===== config.mk =====
export PLATFORM = sky130hd
export DESIGN_NAME = bresenham_line_engine
export DESIGN_NICKNAME = d
export VERILOG_FILES = /design/src/rtl/bresenham_line_engine.sv
export SDC_FILE = /design/constraint.sdc
export NUM_CORES = 1
export LEC_CHECK = 0
export CORE_MARGIN = 3
export CORE_UTILIZATION = 35
export DETAILED_ROUTE_END_ITERATION = 16
export HOLD_SLACK_MARGIN = 0.06
export PLACE_DENSITY = 0.62
export SYNTH_ARGS = -nofsm -noshare
export SYNTH_HDL_FRONTEND = slang
export SYNTH_SLANG_ARGS = --single-unit

===== constraint.sdc =====
create_clock -name clk -period 12.3 [get_ports clk]
set_input_delay 1.845 -clock clk [delete_from_list [all_inputs] [get_ports clk]]
set_output_delay 1.845 -clock clk [all_outputs]
set_load 0.01 [all_outputs]

===== src/rtl/bresenham_line_engine.sv =====
// Bresenham line walker: takes one endpoint pair per start and streams the in-screen
// pixels of the integer line over a valid/ready handshake, one point per advance.
module bresenham_line_engine #(
    parameter int COORD_W = 10,
    parameter int H_RES   = 640,
    parameter int V_RES   = 480
) (
    input  logic               clk,
    input  logic               rst,
    input  logic               start,
    input  logic [COORD_W-1:0] x0,
    input  logic [COORD_W-1:0] y0,
    input  logic [COORD_W-1:0] x1,
    input  logic [COORD_W-1:0] y1,
    output logic               busy,
    output logic               pix_valid,
    input  logic               pix_ready,
    output logic [COORD_W-1:0] pix_x,
    output logic [COORD_W-1:0] pix_y,
    output logic               done,
    output logic [COORD_W:0]   pix_count
);

    localparam int EW = COORD_W + 2;
    localparam logic [COORD_W:0] H_LIM = (COORD_W+1)'(H_RES);
    localparam logic [COORD_W:0] V_LIM = (COORD_W+1)'(V_RES);

    typedef enum logic [1:0] {IDLE, SETUP, DRAW, DONE_S} state_t;

    state_t state;

    logic [COORD_W-1:0]   x0_r, y0_r, x1_r, y1_r;
    logic signed [EW-1:0] dx, dy, err;
    logic                 sx_neg, sy_neg;

    function automatic logic signed [EW-1:0] abs_diff(input logic [COORD_W-1:0] a,
                                                      input logic [COORD_W-1:0] b);
        logic [COORD_W-1:0] d;
        d = (a >= b) ? (a - b) : (b - a);
        return signed'({2'b00, d});
    endfunction

    function automatic logic is_visible(input logic [COORD_W-1:0] x,
                                        input logic [COORD_W-1:0] y);
        return ({1'b0, x} < H_LIM) && ({1'b0, y} < V_LIM);
    endfunction

    logic signed [EW-1:0] dx_w, dy_w, e2, err_nxt;
    logic                 step_x, step_y, at_end, advance;
    logic [COORD_W-1:0]   cx_nxt, cy_nxt;

    // Next-point arithmetic; both axis steps use the same e2, taken before either update
    always_comb begin
        dx_w    = abs_diff(x1_r, x0_r);
        dy_w    = -abs_diff(y1_r, y0_r);
        e2      = err + err;
        step_x  = (e2 >= dy);
        step_y  = (e2 <= dx);
        err_nxt = err + (step_x ? dy : EW'(0)) + (step_y ? dx : EW'(0));
        cx_nxt  = pix_x;
        cy_nxt  = pix_y;
        if (step_x) cx_nxt = sx_neg ? (pix_x - COORD_W'(1)) : (pix_x + COORD_W'(1));
        if (step_y) cy_nxt = sy_neg ? (pix_y - COORD_W'(1)) : (pix_y + COORD_W'(1));
        at_end  = (pix_x == x1_r) && (pix_y == y1_r);
        // Clipped points are not offered downstream, so they advance unconditionally
        advance = (state == DRAW) && (!pix_valid || pix_ready);
    end

    always_ff @(posedge clk or posedge rst) begin
        if (rst) begin
            state     <= IDLE;
            busy      <= 1'b0;
            pix_valid <= 1'b0;
            done      <= 1'b0;
            pix_x     <= '0;
            pix_y     <= '0;
            pix_count <= '0;
        end else begin
            done <= 1'b0;
            case (state)
                IDLE: begin
                    if (start) begin
                        state     <= SETUP;
                        busy      <= 1'b1;
                        pix_count <= '0;
                    end
                end
                SETUP: begin
                    state     <= DRAW;
                    pix_x     <= x0_r;
                    pix_y     <= y0_r;
                    pix_valid <= is_visible(x0_r, y0_r);
                end
                DRAW: begin
                    if (pix_valid && pix_ready) pix_count <= pix_count + (COORD_W+1)'(1);
                    if (advance) begin
                        if (at_end) begin
                            state     <= DONE_S;
                            pix_valid <= 1'b0;
                            done      <= 1'b1;
                        end else begin
                            pix_x     <= cx_nxt;
                            pix_y     <= cy_nxt;
                            pix_valid <= is_visible(cx_nxt, cy_nxt);
                        end
                    end
                end
                DONE_S: begin
                    state <= IDLE;
                    busy  <= 1'b0;
                end
                default: state <= IDLE;
            endcase
        end
    end

    // Walk datapath; only meaningful while a line is in flight, so it carries no reset
    always_ff @(posedge clk) begin
        if (state == IDLE && start) begin
            x0_r <= x0;
            y0_r <= y0;
            x1_r <= x1;
            y1_r <= y1;
        end
        if (state == SETUP) begin
            dx     <= dx_w;
            dy     <= dy_w;
            err    <= dx_w + dy_w;
            sx_neg <= (x1_r < x0_r);
            sy_neg <= (y1_r < y0_r);
        end
        if (advance && !at_end) err <= err_nxt;
    end

endmodule


# Word-level counts from Yosys, hierarchy flattened
# Cells that the tools add are included.
[word_totals]
out_inout_bits = 34
word_cells = 101
register_bits = 112
in_bits = 44
[classes]
muxes = 31
n_addsub = 14
eq_ne = 10
reduce_logical = 20
magnitude_cmp = 10
[ops]
columns = ["cell", "count"]
rows = [
  ["$mux 10", 11],
  ["$pmux 10 s2", 2],
  ["$sub 10x10->10", 4],
  ["$mux 12", 3],
  ["$add 12x12->12", 2],
  ["$mux 11", 2],
  ["$pmux 11 s2", 1],
  ["$add 10x1->10 const B", 2],
  ["$eq 10x10->1", 2],
  ["$ge 10x10->1", 2],
  ["$lt 10x10->1", 2],
  ["$lt 10x10->1 const B", 2],
  ["$lt 10x9->1 const B", 2],
  ["$sub 10x1->10 const B", 2],
  ["$add 11x12->12", 1],
  ["$add 12x11->12", 1],
  ["$ge 12x12->1", 1],
  ["$le 12x11->1", 1],
  ["$neg 10->12", 1],
  ["$add 11x1->11 const B", 1],
  ["$reduce_and 3->1", 3],
  ["$ne 2x2->1 const B", 4],
  ["$pmux 2 s4", 1],
  ["$reduce_bool 2->1", 4],
  ["other kinds (11)", 28],
]

# Logic depth before layout (Yosys ltp)
[depth]
depth_word = 8
ltp_mapped = 24

# Worst setup path before layout
# Ideal clock, no wire load.
[synth_path]
path_type = "register -> register"
startpoint = "register y1_r[0]"
endpoint = "register err[10], data pin"
required_ps = 12165
n_path_buf = 1
setup_slack_ps = 7512
stages_incl_launch_ff = 23
setup_ps = 135
arrival_ps = 4653
period_less_slack_ps = 4788
path_cell_list = "edfxtp_1 > inv_1 > ha_1 > inv_1 > fa_1 > a21o_1 > a311o_1 > a21o_1 > buf_6 > o21ai_0 > and2_1 > ha_1 > a21boi_1 > nor2_1 > ha_1 > nor2b_1 > o21ai_0 > a21oi_1 > o311a_1 > or3b_2 > a31oi_1 > a221oi_1 > nand3_1"
[synth_between]
elab_chain_cells = 6
elab_cells_between_ends = 12
[synth_lines]
columns = ["element", "line", "source"]
rows = [
  ["start: declaration", "32", "logic [COORD_W-1:0] x0_r, y0_r, x1_r, y1_r;"],
  ["start signal: assignment", "123", "y1_r <= y1;"],
  ["$sub 10x10->10 / $ge 10x10->1 (equally long branches)", "39", "d = (a >= b) ? (a - b) : (b - a);"],
  ["$mux 10 *", "39", ""],
  ["$neg 10->12 *", "55", "dy_w = -abs_diff(y1_r, y0_r);"],
  ["net dy_w[2]", "48", "logic signed [EW-1:0] dx_w, dy_w, e2, err_nxt;"],
  ["$add 11x12->12 *", "128", "err <= dx_w + dy_w;"],
  ["$mux 12 *", "125", "if (state == SETUP) begin"],
  ["$mux 12 *", "132", "if (advance && !at_end) err <= err_nxt;"],
  ["end signal: assignment", "128", ""],
  ["end signal: assignment", "132", ""],
  ["end: declaration", "33", "logic signed [EW-1:0] dx, dy, err;"],
]
# The timed path passes the listed nets; every way through them passes the cells marked *. The select of a mux whose other input is x is not followed.
# A chain may end at the register's enable or synchronous reset.

# Final worst setup path
# Same ends and word-level chain as after synthesis.

==> metrics.yaml <==
cp.arrival_ns: 5.62
syn2layout_area_growth_pct: 15.7
yosysMostFrequentCell: "inv_1"
ys_ff_latch: 111
p_sw_mw: 1.63
synthMuxAreaShare_pct: 2.56
critPathMaxFanout: 12
start_kind: "register"
ys_top_cells_by_area: "edfxtp_1 25%, ha_1 14%, dfrtp_1 9.8%"
core_um2: 25400
p_int_mw: 1.69
dp.final_hpwl_um: 19800
synth-edff-count: 75
antennaDiodeCount: 0
cts.sinks: 111
dr.pass1.iters: 5
grt_pass1_wl_um: 39300
powerDensity_nw_per_um2: 314
r2r_start: "y1_r[0]"
synth_area_leader_cell: "edfxtp_1"
dpl.cell_count: 1356
grt_usage_pct: 17.6
cp-end-kind: "register"
ys_warn_count: 0
fin_util_pct: 41.7
maxSlewViolCount: 0
die_h_um: 168
setup_viol: 0
path_class: "reg -> reg"
fin_area_um2: 10600
final_cells: 1372
clkPwrFrac_pct: 9.8
finalPower_mw: 3.33
regArea_um2: 3150
die_area_um2: 28100
hold_buffers: 0
wl_per_cell_um: 17.8
overflow: 0
synthCells: 966
fin_nets: 1198
path_clk_slew_ns: 0.09
max_freq_mhz: 186
min_path_type: "reg -> reg"
clk_latency_ns: 0.38
rsz0062_at_grt: "no"
synth_compound_area_share_pct: 19.0
cts_root_buf: "clkbuf_16"
yosys.area_share.adder_pct: 17.5
remaining_drc_errors: 0
post-cts-setup-buffers: 0
synth_nets: 1127
critPathSlowestCell: "or3b_2"
crit_top_cell: "ha_1"
fin_tns_setup_ns: 0
yosys.area_share.simple_pct: 14.5
maxCapViolCount: 0
htree_levels: 3
worstHoldEndpoint: "busy"
drive_gt1_share_pct: 5.28
slew-limit-headroom_pct: 35.8
multi_input_area_um2: 5460
postRouteWirelength_um: 24500
p_seq_share_pct: 21.8
layout_setup_ws_ns: 6.91
synth-async-reset-ratio_pct: 32.4
final.min_clock_period_ns: 5.39
fp-row-count: 58
drt_iter0_markers: 500
dpl-instance-area_um2: 10300
cts_tree: "done"
start_util_pct: 36.0
ctsLongestPathBuffers: 2
combinationalPowerShare_pct: 68.4
synth_area_um2: 9150
vias: 7396
leakage_nw: 4.45
holdWs_ns: 0.498
hold_depth: 2
port_buffers: 77
status: "finished clean"
synth_top_flop_cell: "edfxtp_1"
ioPinCount: 78
synth_seq_area_share_pct: 34.5
die_x_um: 168
grt_pass1_vias: 7383
worstHoldStart: "busy"
dp_slack_ns: 6.98
antenna_left: 0
cp_cell_sequence: "inv_1 -> ha_1 -> inv_1 -> fa_1 -> a21o_1 -> a311o_1 -> a21o_1 -> o21ai_0 -> and2_1 -> ha_1 -> a21boi_1 -> nor2_1 -> ha_1 -> nor2b_1 -> o21ai_0 -> a21oi_1 -> o311a_1 -> or3b_2 -> a31oi_1 -> a221oi_1 -> nand3_1"
via_per_inst: 5.39
reg2reg_depth: 21
ir_worst_vdd_mv: 0.140
post-route-period-util_pct: 43.8
synth_xor_area_share_pct: 6.13
hold_violations: 0
gp_congestion: 0.889
antenna_found_initial: 0
cpPeakStageDelay_ns: 0.47
switching_share_pct: 49.1
rr_endpoint: "err[10]"
grt_start_max_net_pins: 41
ys_types: 86
tightest_slew_ns: 0.953
avgSynthCellArea_um2: 9.47
synth_top_family_by_area: "compound AO/OA/AOI/OAI gates"
cts_resized: 0
n_fill_cell: 2525
reg2reg_slack_ns: 6.91
worstPathRequired_ns: 12.54
synthTopCellsByCount: "107 x inv_1, 99 x ha_1, 80 x nor2_1"
cts_inserted_buffers: 9
synth_top_cell_area_share_pct: 24.6
fin_skew_ns: 0.0139
==> sequential cells by signal, indices dropped and copies added, names as in the netlist <==
signal / count
pix_x: 10
state: 2
pix_valid: 1
x1_r: 10
busy: 1
err: 11
sx_neg: 1
done: 1
dx: 10
pix_y: 10
sy_neg: 1
pix_count: 11
x0_r: 10
y1_r: 10
y0_r: 10
dy: 12
==> logic make-up after synthesis <==
| logic type | after synthesis |
|---|---|
| adder cells (fa/ha/maj) | 117 |
| multiplexers | 22 |
| XOR/XNOR | 64 |
| AO/OA/AOI/OAI | 266 |
| AND/OR/NAND/NOR | 253 |
| buffers and inverters | 133 |
| flip-flops | 111 |
==> layout by cell type (no fill, tap or decap), drive strengths merged, types with 21 or more instances in the layout <==
cell,count
nor2,81
nand3,21
a21oi,68
dfrtp,36
clkdlybuf4s50,77
nand2,54
inv,112
xnor2,39
edfxtp,75
ha,99
xor2,25
o21ai,71
==> power groups by stage <==
stage	logic (mW)	clock network [mW]	registers, mW
after CTS	2.28	0.335	0.725
after floorplan	1.66	0	0.700
final	2.28	0.326	0.725
after detailed placement	2.26	0	0.733
after global routing	2.57	0.348	0.744
after global placement	2.23	0	0.731
==> worst max-delay path: cells and delay by family, from the launching register on <==
family | cells | cell delay (ns)
flops | 1 | 0.44
compound gates | 10 | 2.55
simple gates | 5 | 1.04
buf+inv | 2 | 0.14
fa+ha+maj | 4 | 1.08
==> area by class of cell <==
type | instances | area share, %
clock inverter | 7 | 0.958
multi-input combinational | 722 | 51.5
sequential | 111 | 29.8
tap | 330 | 3.90
clock buffer | 9 | 2.13
timing repair buffer | 85 | 7.85
inverter | 108 | 3.83
==> worst max path at each step <==
stage,startpoint,to,slack (ns),cells after the start
finish,y1_r[0],err[10],6.91,21
global route,y1_r[0],err[10],6.53,21
CTS,y1_r[0],err[10],6.93,21
detailed placement,y1_r[0],err[10],6.98,21
global placement,y1_r[0],err[10],7.08,21
floorplan,y1_r[0],err[10],7.51,22
==> layer usage <==
layer / up-vias / global-route usage (%) / wire length, um
met5: - / 0 / 0
met4: 0 / 5.16 / 500
met3: 32 / 2.34 / 868
met2: 184 / 29.9 / 11700
met1: 3547 / 23.5 / 11400
li1: 3633 / - / -
(Power assumes the default switching activity.)
